===== config.mk =====
export PLATFORM = sky130hd
export DESIGN_NAME = row_skew_feeder_flat
export DESIGN_NICKNAME = d
export VERILOG_FILES = /design/src/rtl/row_skew_feeder_if.sv /design/src/rtl/row_skew_feeder.sv /design/src/flat_wrapper.sv
export SDC_FILE = /design/constraint.sdc
export NUM_CORES = 1
export LEC_CHECK = 0
export ABC_AREA = 1
export ABC_CLOCK_PERIOD_IN_PS = 5100
export BUFFER_PORTS_ARGS = -buffer_cell sky130_fd_sc_hd__buf_2
export CAP_MARGIN = 20
export CORE_MARGIN = 3
export CORE_UTILIZATION = 40
export DETAILED_ROUTE_END_ITERATION = 6
export SYNTH_ARGS = -nofsm -noshare
export SYNTH_HDL_FRONTEND = slang
export SYNTH_SLANG_ARGS = --single-unit

===== constraint.sdc =====
create_clock -name clk -period 5.1 [get_ports clk]
set_clock_uncertainty 0.2 [all_clocks]
set_input_delay 0.255 -clock clk [delete_from_list [all_inputs] [get_ports clk]]
set_output_delay 0.255 -clock clk [all_outputs]
set_load 0.005 [all_outputs]

===== src/rtl/row_skew_feeder_if.sv =====
// row_skew_feeder_if: groups the upstream vector handshake and the skewed
// row-feed outputs of row_skew_feeder.
//   in_valid/in_ready/in_data/in_last : upstream vector stream (one vector per accept)
//   out_en/out_a                      : per-lane enable and operand to the PU row
//   busy/done                         : status, done pulses once per completed tile
// Modports: slave = the feeder, master = whoever drives vectors and consumes lanes.
interface row_skew_feeder_if #(
    parameter int unsigned DATA_WIDTH = 16,
    parameter int unsigned LANES      = 4
);
    logic                        in_valid;
    logic                        in_ready;
    logic [LANES*DATA_WIDTH-1:0] in_data;
    logic                        in_last;
    logic [LANES-1:0]            out_en;
    logic [LANES*DATA_WIDTH-1:0] out_a;
    logic                        busy;
    logic                        done;

    modport slave (
        input  in_valid, in_data, in_last,
        output in_ready, out_en, out_a, busy, done
    );

    modport master (
        output in_valid, in_data, in_last,
        input  in_ready, out_en, out_a, busy, done
    );
endinterface


===== src/rtl/row_skew_feeder.sv =====
// row_skew_feeder: buffers operand vectors in a small FIFO and feeds them to a
// processing-unit row with a diagonal skew (lane i delayed by i clocks).
// Ports:
//   clk   : clock, rising edge
//   reset : asynchronous active-high reset
//   bus   : row_skew_feeder_if.slave (in_valid/in_ready/in_data/in_last in,
//           out_en/out_a/busy/done out)
// Build option: define ROW_SKEW_FEEDER_ZERO_PAD_EN to drive 0 on lanes whose
// out_en is low; otherwise such lanes hold their previous operand.
module row_skew_feeder #(
    parameter int unsigned DATA_WIDTH = 16,
    parameter int unsigned LANES      = 4,
    parameter int unsigned DEPTH      = 8
) (
    input  logic             clk,
    input  logic             reset,
    row_skew_feeder_if.slave bus
);
    localparam int unsigned AW = $clog2(DEPTH);
    localparam int unsigned VW = LANES * DATA_WIDTH;
    localparam int unsigned CW = $clog2(LANES);
    localparam logic [AW:0] PtrOne = 1;
    localparam logic [CW-1:0] CntOne = 1;
    localparam logic [CW-1:0] CntLoad = CW'(LANES - 1);

    typedef enum logic [1:0] {StIdle, StStream, StFlush} state_e;

    state_e        state_q, state_d;
    logic [CW-1:0] flush_cnt_q, flush_cnt_d;

    // FIFO storage: {last, data}; pointers carry an extra wrap bit.
    logic [VW:0]   mem_q [DEPTH];
    logic [AW:0]   wr_ptr_q, rd_ptr_q;
    logic          empty, full, push, pop, pop_last;
    logic [VW-1:0] pop_data;

    // Valid/last travel alongside the popped vector until they reach the last lane.
    logic [LANES-2:0]      pipe_vld_q, pipe_last_q;
    logic [LANES-1:0]      lane_vld;
    logic [DATA_WIDTH-1:0] lane_src [LANES];

    logic [LANES-1:0] out_en_q;
    logic [VW-1:0]    out_a_q;
    logic             done_q;

    assign empty    = (wr_ptr_q == rd_ptr_q);
    assign full     = (wr_ptr_q[AW] != rd_ptr_q[AW]) &&
                      (wr_ptr_q[AW-1:0] == rd_ptr_q[AW-1:0]);
    // Readiness ignores a same-cycle pop so the handshake never depends on the FSM.
    assign push     = bus.in_valid && !full;
    assign pop_data = mem_q[rd_ptr_q[AW-1:0]][VW-1:0];
    assign pop_last = mem_q[rd_ptr_q[AW-1:0]][VW];

    always_comb begin
        state_d     = state_q;
        flush_cnt_d = flush_cnt_q;
        pop         = 1'b0;
        unique case (state_q)
            // A last-flagged vector popped from IDLE ends its tile at once.
            StIdle, StStream: begin
                if (!empty) begin
                    pop = 1'b1;
                    if (pop_last) begin
                        state_d     = StFlush;
                        flush_cnt_d = CntLoad;
                    end else begin
                        state_d = StStream;
                    end
                end
            end
            StFlush: begin
                if (flush_cnt_q == CntOne) begin
                    state_d     = StIdle;
                    flush_cnt_d = '0;
                end else begin
                    flush_cnt_d = flush_cnt_q - CntOne;
                end
            end
            default: state_d = StIdle;
        endcase
    end

    always_ff @(posedge clk or posedge reset) begin
        if (reset) begin
            state_q     <= StIdle;
            flush_cnt_q <= '0;
            wr_ptr_q    <= '0;
            rd_ptr_q    <= '0;
            pipe_vld_q  <= '0;
            pipe_last_q <= '0;
        end else begin
            state_q     <= state_d;
            flush_cnt_q <= flush_cnt_d;
            if (push) wr_ptr_q <= wr_ptr_q + PtrOne;
            if (pop)  rd_ptr_q <= rd_ptr_q + PtrOne;
            pipe_vld_q[0]  <= pop;
            pipe_last_q[0] <= pop && pop_last;
            for (int unsigned k = 1; k < LANES - 1; k++) begin
                pipe_vld_q[k]  <= pipe_vld_q[k-1];
                pipe_last_q[k] <= pipe_last_q[k-1];
            end
        end
    end

    always_ff @(posedge clk) begin
        if (push) mem_q[wr_ptr_q[AW-1:0]] <= {bus.in_last, bus.in_data};
    end

    assign lane_vld    = {pipe_vld_q, pop};
    assign lane_src[0] = pop_data[DATA_WIDTH-1:0];

    // Lane i keeps only its own element, delayed through an i-deep chain.
    for (genvar i = 1; i < LANES; i++) begin : g_skew
        logic [DATA_WIDTH-1:0] sk_q [i];
        always_ff @(posedge clk or posedge reset) begin
            if (reset) begin
                for (int unsigned j = 0; j < i; j++) sk_q[j] <= '0;
            end else begin
                sk_q[0] <= pop_data[i*DATA_WIDTH +: DATA_WIDTH];
                for (int unsigned j = 1; j < i; j++) sk_q[j] <= sk_q[j-1];
            end
        end
        assign lane_src[i] = sk_q[i-1];
    end

    always_ff @(posedge clk or posedge reset) begin
        if (reset) begin
            out_en_q <= '0;
            out_a_q  <= '0;
            done_q   <= 1'b0;
        end else begin
            out_en_q <= lane_vld;
            done_q   <= pipe_vld_q[LANES-2] && pipe_last_q[LANES-2];
            for (int unsigned i = 0; i < LANES; i++) begin
                if (lane_vld[i]) begin
                    out_a_q[i*DATA_WIDTH +: DATA_WIDTH] <= lane_src[i];
                end
`ifdef ROW_SKEW_FEEDER_ZERO_PAD_EN
                else begin
                    out_a_q[i*DATA_WIDTH +: DATA_WIDTH] <= '0;
                end
`else
                // Bubble lanes keep their last operand.
`endif
            end
        end
    end

    assign bus.in_ready = !full;
    assign bus.out_en   = out_en_q;
    assign bus.out_a    = out_a_q;
    assign bus.done     = done_q;
    assign bus.busy     = !empty || (state_q != StIdle);
endmodule


===== src/flat_wrapper.sv =====
// flat-port wrapper written by rule: the top's interface ports become plain ports
module row_skew_feeder_flat 
#(
    parameter int unsigned DATA_WIDTH = 16,
    parameter int unsigned LANES      = 4,
    parameter int unsigned DEPTH      = 8
)
  (clk, reset, bus_in_valid, bus_in_data, bus_in_last, bus_in_ready, bus_out_en, bus_out_a, bus_busy, bus_done);
  row_skew_feeder_if #(.DATA_WIDTH(DATA_WIDTH), .LANES(LANES)) bus_i ();
  input  logic clk;
  input  logic reset;
  input wire logic [$bits(bus_i.in_valid)-1:0] bus_in_valid;
  input wire logic [$bits(bus_i.in_data)-1:0] bus_in_data;
  input wire logic [$bits(bus_i.in_last)-1:0] bus_in_last;
  output wire logic [$bits(bus_i.in_ready)-1:0] bus_in_ready;
  output wire logic [$bits(bus_i.out_en)-1:0] bus_out_en;
  output wire logic [$bits(bus_i.out_a)-1:0] bus_out_a;
  output wire logic [$bits(bus_i.busy)-1:0] bus_busy;
  output wire logic [$bits(bus_i.done)-1:0] bus_done;
  assign bus_i.in_valid = bus_in_valid;
  assign bus_i.in_data = bus_in_data;
  assign bus_i.in_last = bus_in_last;
  assign bus_in_ready = bus_i.in_ready;
  assign bus_out_en = bus_i.out_en;
  assign bus_out_a = bus_i.out_a;
  assign bus_busy = bus_i.busy;
  assign bus_done = bus_i.done;
  row_skew_feeder #(.DATA_WIDTH(DATA_WIDTH), .LANES(LANES), .DEPTH(DEPTH)) u_core (.clk(clk), .reset(reset), .bus(bus_i));
endmodule

Word-level counts from Yosys, hierarchy flattened
Memory sizes are Yosys's and may differ from the RTL's.
Index checks and enable logic that the tools add are counted.
- add/subtract/negate cells: 3
- reduce and logical (&&, ||, !) cells: 13
- mux-type cells: 12
- equality and inequality tests: 9
- operators by type and width (operator ; count):
    2-to-1 mux 2 bit ; 6
    adder 4 x 1 -> 4 bit, second input constant ; 2
    one-hot mux 2 bit (2 select lines) ; 2
    == test 2 x 1 -> 1 bit, second input constant ; 2
    == test 4 bit ; 1
    logical AND 1 bit ; 4
    2-to-1 mux 1 bit ; 4
    inequality test 2 x 1 -> 1 bit, second input constant ; 2
    nonzero test 2 bit ; 2
    == test 3 bit ; 1
    AND reduction 3 bit ; 1
    == test 2 bit, second input constant ; 1
    logical NOT 1 bit ; 2
    logical NOT 2 bit ; 1
    inequality test 2 bit, second input constant ; 1
    AND reduction 2 bit ; 1
    OR reduction 2 bit ; 1
    subtractor 2 x 1 -> 2 bit, second input constant ; 1
    logical OR 1 bit ; 1
    inequality test 1 bit ; 1
- memories: 1
- RAM bits: 520
- register bits: 183
- memory list (memory ; words ; width ; read ports ; clocked after memory_dff ; wr ports ; line ; RTL):
    u_core.mem_q ; 8 ; 65 ; 1 ; 0 ; 1 ; row_skew_feeder.sv:32 ; logic [VW:0] mem_q [DEPTH];

Logic depth before layout (Yosys ltp)
Gate-level depths: netlist of run 1.
- depth after elaboration: 6
- mapped depth: 11

Worst setup path after synthesis of run 1
Ideal clock, no wire load.
- path kind: flip-flop to flip-flop
- start: reg u_core.rd_ptr_q[0]
- end: mem u_core.mem_q[1][0] in the netlist's numbering (enable)
- data arrival time: 3832 ps
- path buffers: 1
- period minus slack after synthesis: 4521 ps
- path slack: 579 ps
- data required time: 4412 ps
- stages on the path, launching flop included: 8
- cell sequence: dfrtp_1 -> buf_6 -> xnor2_2 -> nand4_1 -> nand2_2 -> inv_1 -> nand2_1 -> nor2_1
- word-level cells in the longest chain between the ends: 6
- RTL lines (what ; line ; RTL):
    start: declaration ; row_skew_feeder.sv:33 ; logic [AW:0] wr_ptr_q, rd_ptr_q;
    start signal: assignment ; row_skew_feeder.sv:95 ; if (pop) rd_ptr_q <= rd_ptr_q + PtrOne;
    == test 3 bit ; row_skew_feeder.sv:48 ; (wr_ptr_q[AW-1:0] == rd_ptr_q[AW-1:0]);
    logical AND 1 bit ; row_skew_feeder.sv:47 ; assign full = (wr_ptr_q[AW] != rd_ptr_q[AW]) &&
    logical NOT 1 bit ; -- ;
    via bus_in_ready ; flat_wrapper.sv:15 ; output wire logic [$bits(bus_i.in_ready)-1:0] bus_in_ready;
    logical AND 1 bit ; row_skew_feeder.sv:50 ; assign push = bus.in_valid && !full;
    2-to-1 mux 1 bit ; row_skew_feeder.sv:106 ; if (push) mem_q[wr_ptr_q[AW-1:0]] <= {bus.in_last, bus.in_data};
    2-to-1 mux 1 bit (implied by the code) ; row_skew_feeder.sv:106 ;
    end: declaration ; row_skew_feeder.sv:32 ;
The timed path passes the listed nets, and every way through them passes these cells.

Worst setup path in the final report of run 1
- start: reg u_core.rd_ptr_q[1]
- end: mem u_core.mem_q[0][44] in the netlist's numbering (enable)
- word-level cells in the longest chain between the ends: 6
- RTL lines (what ; line):
    == test 3 bit ; row_skew_feeder.sv:48
    logical AND 1 bit ; row_skew_feeder.sv:47
    logical NOT 1 bit ; row_skew_feeder.sv:50
    logical AND 1 bit ; row_skew_feeder.sv:50
    2-to-1 mux 1 bit ; row_skew_feeder.sv:106
    2-to-1 mux 1 bit (implied by the code) ; row_skew_feeder.sv:106
Every way passes these cells.

==> results of run 1 <==
worst max path at each step:
| stage | slack, ns | endpoint |
|---|---|---|
| floorplan | 0.58 | u_core.mem_q[1][0] |
| global placement | 1.72 | u_core.mem_q[0][52] |
| detailed placement | 1.73 | u_core.mem_q[0][52] |
| CTS | 1.70 | u_core.mem_q[0][42] |
| global route | 1.54 | u_core.g_skew[1].sk_q[13] |
| finish | 1.78 | u_core.mem_q[0][44] |
per-layer routing:
layer  track usage  wire (um)
met1         0.220      24300
met2         0.279      27500
met3        0.0310       3000
met4        0.0567       1290
met5             0         55
cell type report:
cell class | count | area (um^2) | share of cell area
Inverter | 24 | 106 | 0.00352
Timing Repair Buffer | 233 | 1620 | 0.0537
Clock buffer | 98 | 2020 | 0.0669
Multi-Input combinational cell | 1018 | 4990 | 0.165
Clock inverter | 26 | 259 | 0.00858
Antenna cell | 2 | 5.00 | 0.000166
Tap cell | 846 | 1060 | 0.0351
Sequential cell | 700 | 20100 | 0.667
kinds of logic (layout without fill, tap and decap cells):
logic type                 count (synthesis)  in the layout  synth area share
xor gates and xnor gates                   3              3           0.00131
adders and majority gates                  3              3           0.00146
buffers and inverters                    132            381            0.0261
AOI/OAI and AO/OA                        391            391            0.0823
DFF                                      700            700             0.782
other                                      0              2                 0
and+or+nand+nor                          573            573            0.0861
muxes                                     48             48            0.0210
registers in the layout, indices dropped and copies added, names as in the netlist:
signal / flops
u_core.mem_q: 520
u_core.g_skew.sk_q: 96
u_core.bus.out_a: 64
u_core.rd_ptr_q: 4
u_core.wr_ptr_q: 4
u_core.pipe_last_q: 3
u_core.bus.out_en: 2
u_core.flush_cnt_q: 2
u_core.pipe_vld_q: 2
u_core.state_q: 2
u_core.bus.done: 1
Yosys cell counts (7+ instances only):
master / number
inv_1: 20
clkbuf_1: 42
buf_6: 7
buf_2: 36
nand2_1: 144
o21ai_0: 259
a31oi_1: 48
nand3_1: 11
buf_4: 13
mux2_2: 48
nor2_1: 406
edfxtp_1: 520
dfrtp_1: 180
o22ai_1: 80
metrics by stage:
step                      power [mW]  instances
after floorplan                 11.5       1850
after global placement          13.0       2754
after detailed placement        13.1       2754
after CTS                       18.2       2945
after global routing            19.1       2945
final                           18.0       2947
power by group:
group          internal [mW]  leakage, nW  switching (mW)  total (mW)
Sequential              7.53         6.81           0.560        8.09
Combinational           1.64         2.97            3.20        4.85
Clock                   3.02         1.13            2.05        5.07
critical path, stage by stage, from the launching register on:
cell and delay (ns):
dfrtp_4 0.48, buf_4 0.38, nand2_1 0.16, nand2_1 0.09
nand4_1 0.13, nand2_2 0.11, or2_4 0.30, nor2_4 0.49
buf_4 0.54
==> reports/results.ini, run 1 <==
[placed_design]
io_buffers = 138
gp_congestion = 0.735
dp_slack_ns = 1.73
dpl_cell_area_um2 = 27200
dp_hpwl_um = 30400

[setup_path]
cp-end-kind = flip-flop
critPathRequiredTime_ns = 5.12
reg2reg_depth = 8
startpoint_type = flip-flop
startpoint = u_core.rd_ptr_q[1]
crit_path_max_fanout = 68
cp.arrival_ns = 3.34
regToRegSetupSlack_ns = 1.78
timing.rr.end = u_core.mem_q[0][44]
timing.rr.start = u_core.rd_ptr_q[1]
worst-setup-path-type = flip-flop to flip-flop

[drt]
antenna_left = 0
viasPerCell = 5.10
drc = 0
dr.pass1.iters = 5
wl_um = 56100
drtIter0Drc = 1433
wl_per_cell_um = 19.0
vias = 15000

[clock_network]
holdBufCountCts = 67
insertion_delay_ns = 0.59
ctsRootBufferMaster = clkbuf_16
cts_resized = 0
cts.htree.levels = 3
cts_buffer_depth = 3
clkSinkCount = 700
cts_tree = done
cts_buffers = 69
postCtsSetupBuffers = 0
clk_pin_slew_ns = 0.06

[floorplan]
dieHeight_um = 260
die_area_um2 = 67400
row_count = 92
boundaryPins = 139
coreArea_um2 = 63300
initial_utilization = 0.407
die_w_um = 260

[sta]
finalSetupViolCount = 0
max_slew_margin = 0.309
fin_tns_setup_ns = 0
hold_slack_ns = 0.146
period_minus_slack_ns = 3.32
fin_ws_ns = 1.78
rsz0062_at_grt = false
tightest_slew_ns = 1.04
hold_viol_final = 0
fin_crit_sh = 0.651
fmax_ghz = 0.301
finalMaxSlewViolations = 0

[yosys]
synthTopCellsByArea = edfxtp_1, dfrtp_1, nor2_1, o21ai_0, nand2_1
ys_types = 30
synth_top_cell_area_share = 0.607
synth_edf_count = 520
synth_warnings = 0
async_flop_share = 0.257
syn_nets = 1921
syn_inst = 1850
yosys.area.top_type = edfxtp_1
avgSynthCellArea_um2 = 13.9
syn-cell-area_um2 = 25700
ys_seq_elements = 700
ys_seq_area_frac = 0.782
yosys_most_used_dff = edfxtp_1

[global_route]
antenna_found_initial = 6
grt_pass1_vias = 15300
grt_first_pass_wirelength_um = 87500
overflow = 0
track_usage = 0.167
grt_max_degree = 149

[cells_and_area]
fin_util = 0.477
area_growth_pct = 17.3
layout_commonest_cell = edfxtp_1
drive_above_1_share = 0.162
n_fill_cell = 5519
final_cell_area_um2 = 30200
nets = 2117
mostFrequentLayoutCells = edfxtp_1, nor2_1, o21ai_0, dfrtp_1, nand2_1

[run]
cap_violations = 0

[min_path]
min_to = u_core.g_skew[2].sk_q[13]
min_from = u_core.g_skew[2].sk_q[29]
hp-class = flip-flop to flip-flop
worstHoldPathCells = 0

[power_and_ir_drop]
p_leak_nw = 10.9
p_per_area_nw_per_um2 = 597
peakVddDrop_v = 0.000578

[run_status]
outcome = finished, final reports clean

No activity file was read; power rests on OpenSTA's default activity.
==> inputs of run 2 (changes only) <==
--- a/config.mk
+++ b/config.mk
@@ -6,7 +6,7 @@
 export NUM_CORES = 1
 export LEC_CHECK = 0
 export ABC_AREA = 1
-export ABC_CLOCK_PERIOD_IN_PS = 5100
+export ABC_CLOCK_PERIOD_IN_PS = 3000
 export BUFFER_PORTS_ARGS = -buffer_cell sky130_fd_sc_hd__buf_2
 export CAP_MARGIN = 20
 export CORE_MARGIN = 3
==> constraint.sdc (replaced) <==
create_clock -name clk -period 3 [get_ports clk]
set_clock_uncertainty 0.2 [all_clocks]
set_input_delay 0.15 -clock clk [delete_from_list [all_inputs] [get_ports clk]]
set_output_delay 0.15 -clock clk [all_outputs]
set_load 0.005 [all_outputs]
==> reports/results.ini, run 2 (synthesis results as in run 1) <==
[placed_design]
gp_congestion = 0.763  ; was 0.735
io_buffers = 138  ; unchanged
dp_hpwl_um = 29300  ; was 30400 um

[setup_path]
cp.arrival_ns = 2.82  ; was 3.34 ns
worst-setup-path-type = flip-flop to flip-flop  ; unchanged
cp_slowest_cell = buf_12  ; was buf_4
crit_path_max_fanout = 263  ; was 68
cp-end-kind = flip-flop  ; unchanged
startpoint_type = flip-flop  ; unchanged
crit_family = buffers and inverters  ; was simple AND/OR/NAND/NOR gates
max_stage_delay_ns = 0.71  ; was 0.54 ns
cp_num_buf_inv = 1  ; was 2
critPathRequiredTime_ns = 3.30  ; was 5.12 ns
worstPathCellList = buf_12, o21ai_0, o22ai_1, nor2_1, a31oi_1  ; was buf_4, nand2_1, nand2_1, nand4_1, nand2_2, or2_4, nor2_4, buf_4

[cells_and_area]
ff_latch_area_um2 = 20100  ; unchanged
largest_register_ffs = 520  ; unchanged
mostFrequentLayoutCells = edfxtp_1, nor2_1, o21ai_0, dfrtp_1, nand2_1  ; unchanged
layout_commonest_cell = edfxtp_1  ; unchanged
fin_util = 0.480  ; was 0.477
multi_input_comb_area_um2 = 4990  ; unchanged
nets = 2125  ; was 2117
drive_above_1_share = 0.164  ; was 0.162
n_fill_cell = 5459  ; was 5519
area_growth_pct = 18.2  ; was 17.3%

[global_route]
grt_pass1_vias = 15200  ; was 15300
grt_first_pass_wirelength_um = 87000  ; was 87500 um
antenna_found_initial = 7  ; was 6
track_usage = 0.166  ; was 0.167
grt_max_degree = 264  ; was 149
overflow = 0  ; unchanged

[clock_network]
cts_buffer_depth = 3  ; unchanged
clk_pin_slew_ns = 0.06  ; about the same
cts_tree = done  ; unchanged
cts.htree.levels = 3  ; unchanged
cts_buffers = 71  ; was 69
postCtsSetupBuffers = 0  ; unchanged
ctsRootBufferMaster = clkbuf_16  ; unchanged
insertion_delay_ns = 0.59  ; about the same
clkSinkCount = 700  ; unchanged

[floorplan]
initial_utilization = 0.407  ; unchanged
boundaryPins = 139  ; unchanged
die_w_um = 260  ; unchanged
dieHeight_um = 260  ; unchanged
row_count = 92  ; unchanged
coreArea_um2 = 63300  ; unchanged
die_area_um2 = 67400  ; unchanged

[sta]
hold_slack_ns = 0.146  ; about the same
max_slew_margin = 0.144  ; was 0.309
fmax_ghz = 0.396  ; was 0.301 GHz
period_minus_slack_ns = 2.53  ; was 3.32 ns
fin_crit_sh = 0.842  ; was 0.651
tightest_slew_ns = 1.28  ; was 1.04 ns
rsz0062_at_grt = false  ; unchanged
finalMaxSlewViolations = 0  ; unchanged
hold_viol_final = 0  ; unchanged
finalSetupViolCount = 0  ; unchanged

[power_and_ir_drop]
p_leak_nw = 11.0  ; was 10.9 nW
p_per_area_nw_per_um2 = 1010  ; was 597 nW/um^2
peakVddDrop_v = 0.000810  ; was 0.000578 V

[drt]
viasPerCell = 5.07  ; was 5.10
drtIter0Drc = 1230  ; was 1433
wl_um = 56200  ; was 56100 um
vias = 15000  ; about the same
antenna_left = 0  ; unchanged
drc = 0  ; unchanged
wl_per_cell_um = 19.0  ; about the same
dr.pass1.iters = 6  ; was 5

[min_path]
hp-class = flip-flop to flip-flop  ; unchanged

[run]
cap_violations = 0  ; unchanged

[run_status]
outcome = finished, final reports clean  ; unchanged

run 2: final timing paths:
path                                                start                        end  slack, ns  depth (start not counted)
worst max-delay path                   u_core.rd_ptr_q[0]  u_core.g_skew[2].sk_q[19]       0.47                          5
worst min-delay path            u_core.g_skew[2].sk_q[24]   u_core.g_skew[2].sk_q[8]       0.15                          0
worst max register to register         u_core.rd_ptr_q[0]  u_core.g_skew[2].sk_q[19]       0.47                          5
worst min register to register  u_core.g_skew[2].sk_q[24]   u_core.g_skew[2].sk_q[8]       0.15                          0
max in group asynchronous                           reset  u_core.g_skew[3].sk_q[10]       1.28                          5
min in group asynchronous                           reset       u_core.bus.out_a[35]       0.43                          4
run 2: worst register-to-register path, cell delays in order, from the launching register on:
cell	delay [ns]
dfrtp_4	0.47
buf_12	0.71
o21ai_0	0.54
o22ai_1	0.25
nor2_1	0.07
a31oi_1	0.19
run 2: per-stage QoR:
stage	power (mW)	area [um^2]	TNS [ns]	cells	setup slack (ns)
after floorplan	19.5	25800	-386.08	1850	-1.52
after global placement	22.2	27400	0	2759	0.527
after detailed placement	22.4	27400	0	2759	0.519
after CTS	31.3	30400	0	2958	0.506
after global routing	32.8	30400	0	2960	0.294
final	30.9	30400	0	2962	0.475
run 2: routing by layer:
layer  global-route usage  up-vias  part of all wire
met5                    0        -           0.00061
met4               0.0573        6             0.022
met3               0.0316       88             0.051
met2                0.283      345              0.50
met1                0.215     7552              0.42
li1                     -     7039                 -
run 2: power by group:
group | switching [mW] | internal [mW]
clock | 3.56 | 5.14
sequential | 0.898 | 12.8
combinational | 5.52 | 2.94
total | 9.98 | 20.9
run 2: area by class of cell:
cell class                 count  area share
clock inverter                35      0.0106
timing repair buffer         239      0.0590
sequential                   700       0.662
multi-input combinational   1018       0.164
tap                          846      0.0348
inverter                      24     0.00350
antenna                        4    0.000329
clock buffer                  96      0.0659
run 2: repair_timing:
item,4_1_cts,5_1_grt
hold endpoints to repair,704,0
resized for setup,0,0
hold buffers,68,0
==> inputs of run 3 (changes only) <==
--- a/config.mk
+++ b/config.mk
@@ -6,7 +6,7 @@
 export NUM_CORES = 1
 export LEC_CHECK = 0
 export ABC_AREA = 1
-export ABC_CLOCK_PERIOD_IN_PS = 3000
+export ABC_CLOCK_PERIOD_IN_PS = 2250
 export BUFFER_PORTS_ARGS = -buffer_cell sky130_fd_sc_hd__buf_2
 export CAP_MARGIN = 20
 export CORE_MARGIN = 3
==> constraint.sdc (replaced) <==
create_clock -name clk -period 2.25 [get_ports clk]
set_clock_uncertainty 0.2 [all_clocks]
set_input_delay 0.1125 -clock clk [delete_from_list [all_inputs] [get_ports clk]]
set_output_delay 0.1125 -clock clk [all_outputs]
set_load 0.005 [all_outputs]
==> reports/results.ini, run 3 (synthesis results as in run 1) <==
[clock_network]
cts.htree.levels = 3  ; unchanged
cts_tree = done  ; unchanged
insertion_delay_ns = 0.61  ; was 0.59 ns
clk_pin_slew_ns = 0.06  ; about the same
cts_buffer_depth = 3  ; unchanged
ctsRootBufferMaster = clkbuf_16  ; unchanged
cts_buffers = 73  ; was 71
clkSinkCount = 700  ; unchanged

[drt]
drtIter0Drc = 1044  ; was 1230
viasPerCell = 5.08  ; was 5.07
antenna_left = 0  ; unchanged
vias = 15200  ; was 15000
drc = 0  ; unchanged
wl_per_cell_um = 19.2  ; was 19.0 um
dr.pass1.iters = 5  ; was 6
wl_um = 57500  ; was 56200 um

[global_route]
track_usage = 0.167  ; was 0.166
grt_first_pass_wirelength_um = 87900  ; was 87000 um
grt_pass1_vias = 15300  ; was 15200
grt_max_degree = 115  ; was 264
overflow = 0  ; unchanged
antenna_found_initial = 6  ; was 7

[setup_path]
cp-end-kind = flip-flop  ; unchanged
timing.rr.end = u_core.mem_q[2][22]  ; was u_core.g_skew[2].sk_q[19]
worstPathCellList = nand2_1, nand2_2, nand4_1, nand2_2, or2_4, nor2_4, buf_12, clkbuf_16  ; was buf_12, o21ai_0, o22ai_1, nor2_1, a31oi_1
crit_top_cell = nand2_2
timing.rr.start = u_core.rd_ptr_q[1]  ; was u_core.rd_ptr_q[0]
reg2reg_depth = 8  ; was 5
max_stage_delay_ns = 0.50  ; was 0.71 ns
worst-setup-path-type = flip-flop to flip-flop  ; unchanged
critPathRequiredTime_ns = 2.36  ; was 3.30 ns
crit_path_max_fanout = 15  ; was 263
startpoint_type = flip-flop  ; unchanged
cp_slowest_cell = dfrtp_4  ; was buf_12
cp.arrival_ns = 2.29  ; was 2.82 ns
regToRegSetupSlack_ns = 0.07  ; was 0.47 ns

[min_path]
worstHoldPathCells = 2  ; was 0
min_to = u_core.mem_q[4][43]  ; was u_core.g_skew[2].sk_q[8]
min_from = bus_in_data[43]  ; was u_core.g_skew[2].sk_q[24]
hp-class = input pin to flip-flop  ; was flip-flop to flip-flop

[power_and_ir_drop]
peakVddDrop_v = 0.000906  ; was 0.000810 V
p_leak_nw = 11.3  ; was 11.0 nW
p_per_area_nw_per_um2 = 1360  ; was 1010 nW/um^2

[sta]
fmax_ghz = 0.458  ; was 0.396 GHz
rsz0062_at_grt = true  ; was false
tightest_slew_ns = 0.606  ; was 1.28 ns
period_minus_slack_ns = 2.18  ; was 2.53 ns
finalMaxSlewViolations = 0  ; unchanged
hold_viol_final = 0  ; unchanged
max_slew_margin = 0.596  ; was 0.144
finalSetupViolCount = 0  ; unchanged
fin_tns_setup_ns = 0  ; unchanged
fin_ws_ns = 0.0664  ; was 0.475 ns
fin_crit_sh = 0.970  ; was 0.842

[cells_and_area]
final_cell_area_um2 = 31000  ; was 30400 um^2
area_growth_pct = 20.6  ; was 18.2%
fin_util = 0.490  ; was 0.480
final_cells = 3000  ; was 2962
drive_above_1_share = 0.178  ; was 0.164
layout_commonest_cell = edfxtp_1  ; unchanged
nets = 2160  ; was 2125
n_fill_cell = 5422  ; was 5459
mostFrequentLayoutCells = edfxtp_1, nor2_1, o21ai_0, dfrtp_1, nand2_1  ; unchanged
multi_input_comb_area_um2 = 5010  ; was 4990 um^2
ff_latch_area_um2 = 20100  ; about the same
largest_register_ffs = 520  ; unchanged

[floorplan]
dieHeight_um = 260  ; unchanged
row_count = 92  ; unchanged
initial_utilization = 0.407  ; unchanged
die_area_um2 = 67400  ; unchanged
die_w_um = 260  ; unchanged
boundaryPins = 139  ; unchanged
coreArea_um2 = 63300  ; unchanged

[placed_design]
place_inst = 2781  ; was 2759
dp_slack_ns = 0.0334  ; was 0.519 ns
io_buffers = 138  ; unchanged
dpl_cell_area_um2 = 27800  ; was 27400 um^2
dp_hpwl_um = 31500  ; was 29300 um
gp_congestion = 0.769  ; was 0.763

[run_status]
outcome = finished, final reports clean  ; unchanged

[run]
cap_violations = 0  ; unchanged

-- run 3: worst max-delay path by stage --
stage | startpoint | endpoint | slack (ns) | depth (start not counted)
finish | u_core.rd_ptr_q[1] | u_core.mem_q[2][22] | 0.07 | 8
global route | u_core.rd_ptr_q[1] | u_core.mem_q[2][27] | -0.02 | 8
global placement | u_core.rd_ptr_q[1] | u_core.mem_q[0][9] | 0.03 | 7
floorplan | u_core.rd_ptr_q[0] | u_core.mem_q[0][0] | -0.56 | 6
detailed placement | u_core.wr_ptr_q[2] | u_core.mem_q[0][9] | 0.03 | 8
CTS | u_core.wr_ptr_q[2] | bus_busy | 0.006 | 7
-- run 3: critical path, delay by kind of cell, from the launching register on --
family                 cells  cell delay [ns]
flip-flops                 1             0.50
AND/OR/NAND/NOR            6             0.86
buffers and inverters      2             0.32
-- run 3: stage by stage --
stage	total power, mW	hold slack, ns
finish	42.1	0.122
global route	44.6	0.118
CTS	42.3	0.0928
detailed placement	30.4	-0.0325
global placement	30.1	-0.0354
floorplan	26.0	0.0114
-- run 3: where the power goes --
part	internal [mW]	switching (mW)	total, mW
clock network	6.85	4.81	11.7
logic	4.55	7.85	12.4
registers	17.1	0.982	18.1
-- run 3: area by class of cell --
| class | count | area share |
|---|---|---|
| multi-input cells | 1018 | 0.161 |
| clock inverters | 29 | 0.00927 |
| clock buffers | 107 | 0.0663 |
| inverters | 24 | 0.00351 |
| flip-flops and latches | 700 | 0.649 |
| well taps | 846 | 0.0341 |
| diodes | 4 | 0.000322 |
| repair buffers | 272 | 0.0767 |
-- run 3: timing repair --
| item | CTS | global route |
|---|---|---|
| hold buffers | 68 | 0 |
| setup buffers | 0 | 7 |
| endpoints found under the setup margin | 0 | 351 |
| gates resized for setup | 0 | 15 |
| endpoints found under the hold margin | 704 | 0 |
-- run 3: routing by layer --
metal | global-route usage | part of all wire | routed length, um
met4 | 0.0522 | 0.019 | 1080
met2 | 0.277 | 0.49 | 28200
met1 | 0.226 | 0.44 | 25200
met5 | 0 | 0.00023 | 13
met3 | 0.0312 | 0.053 | 3050
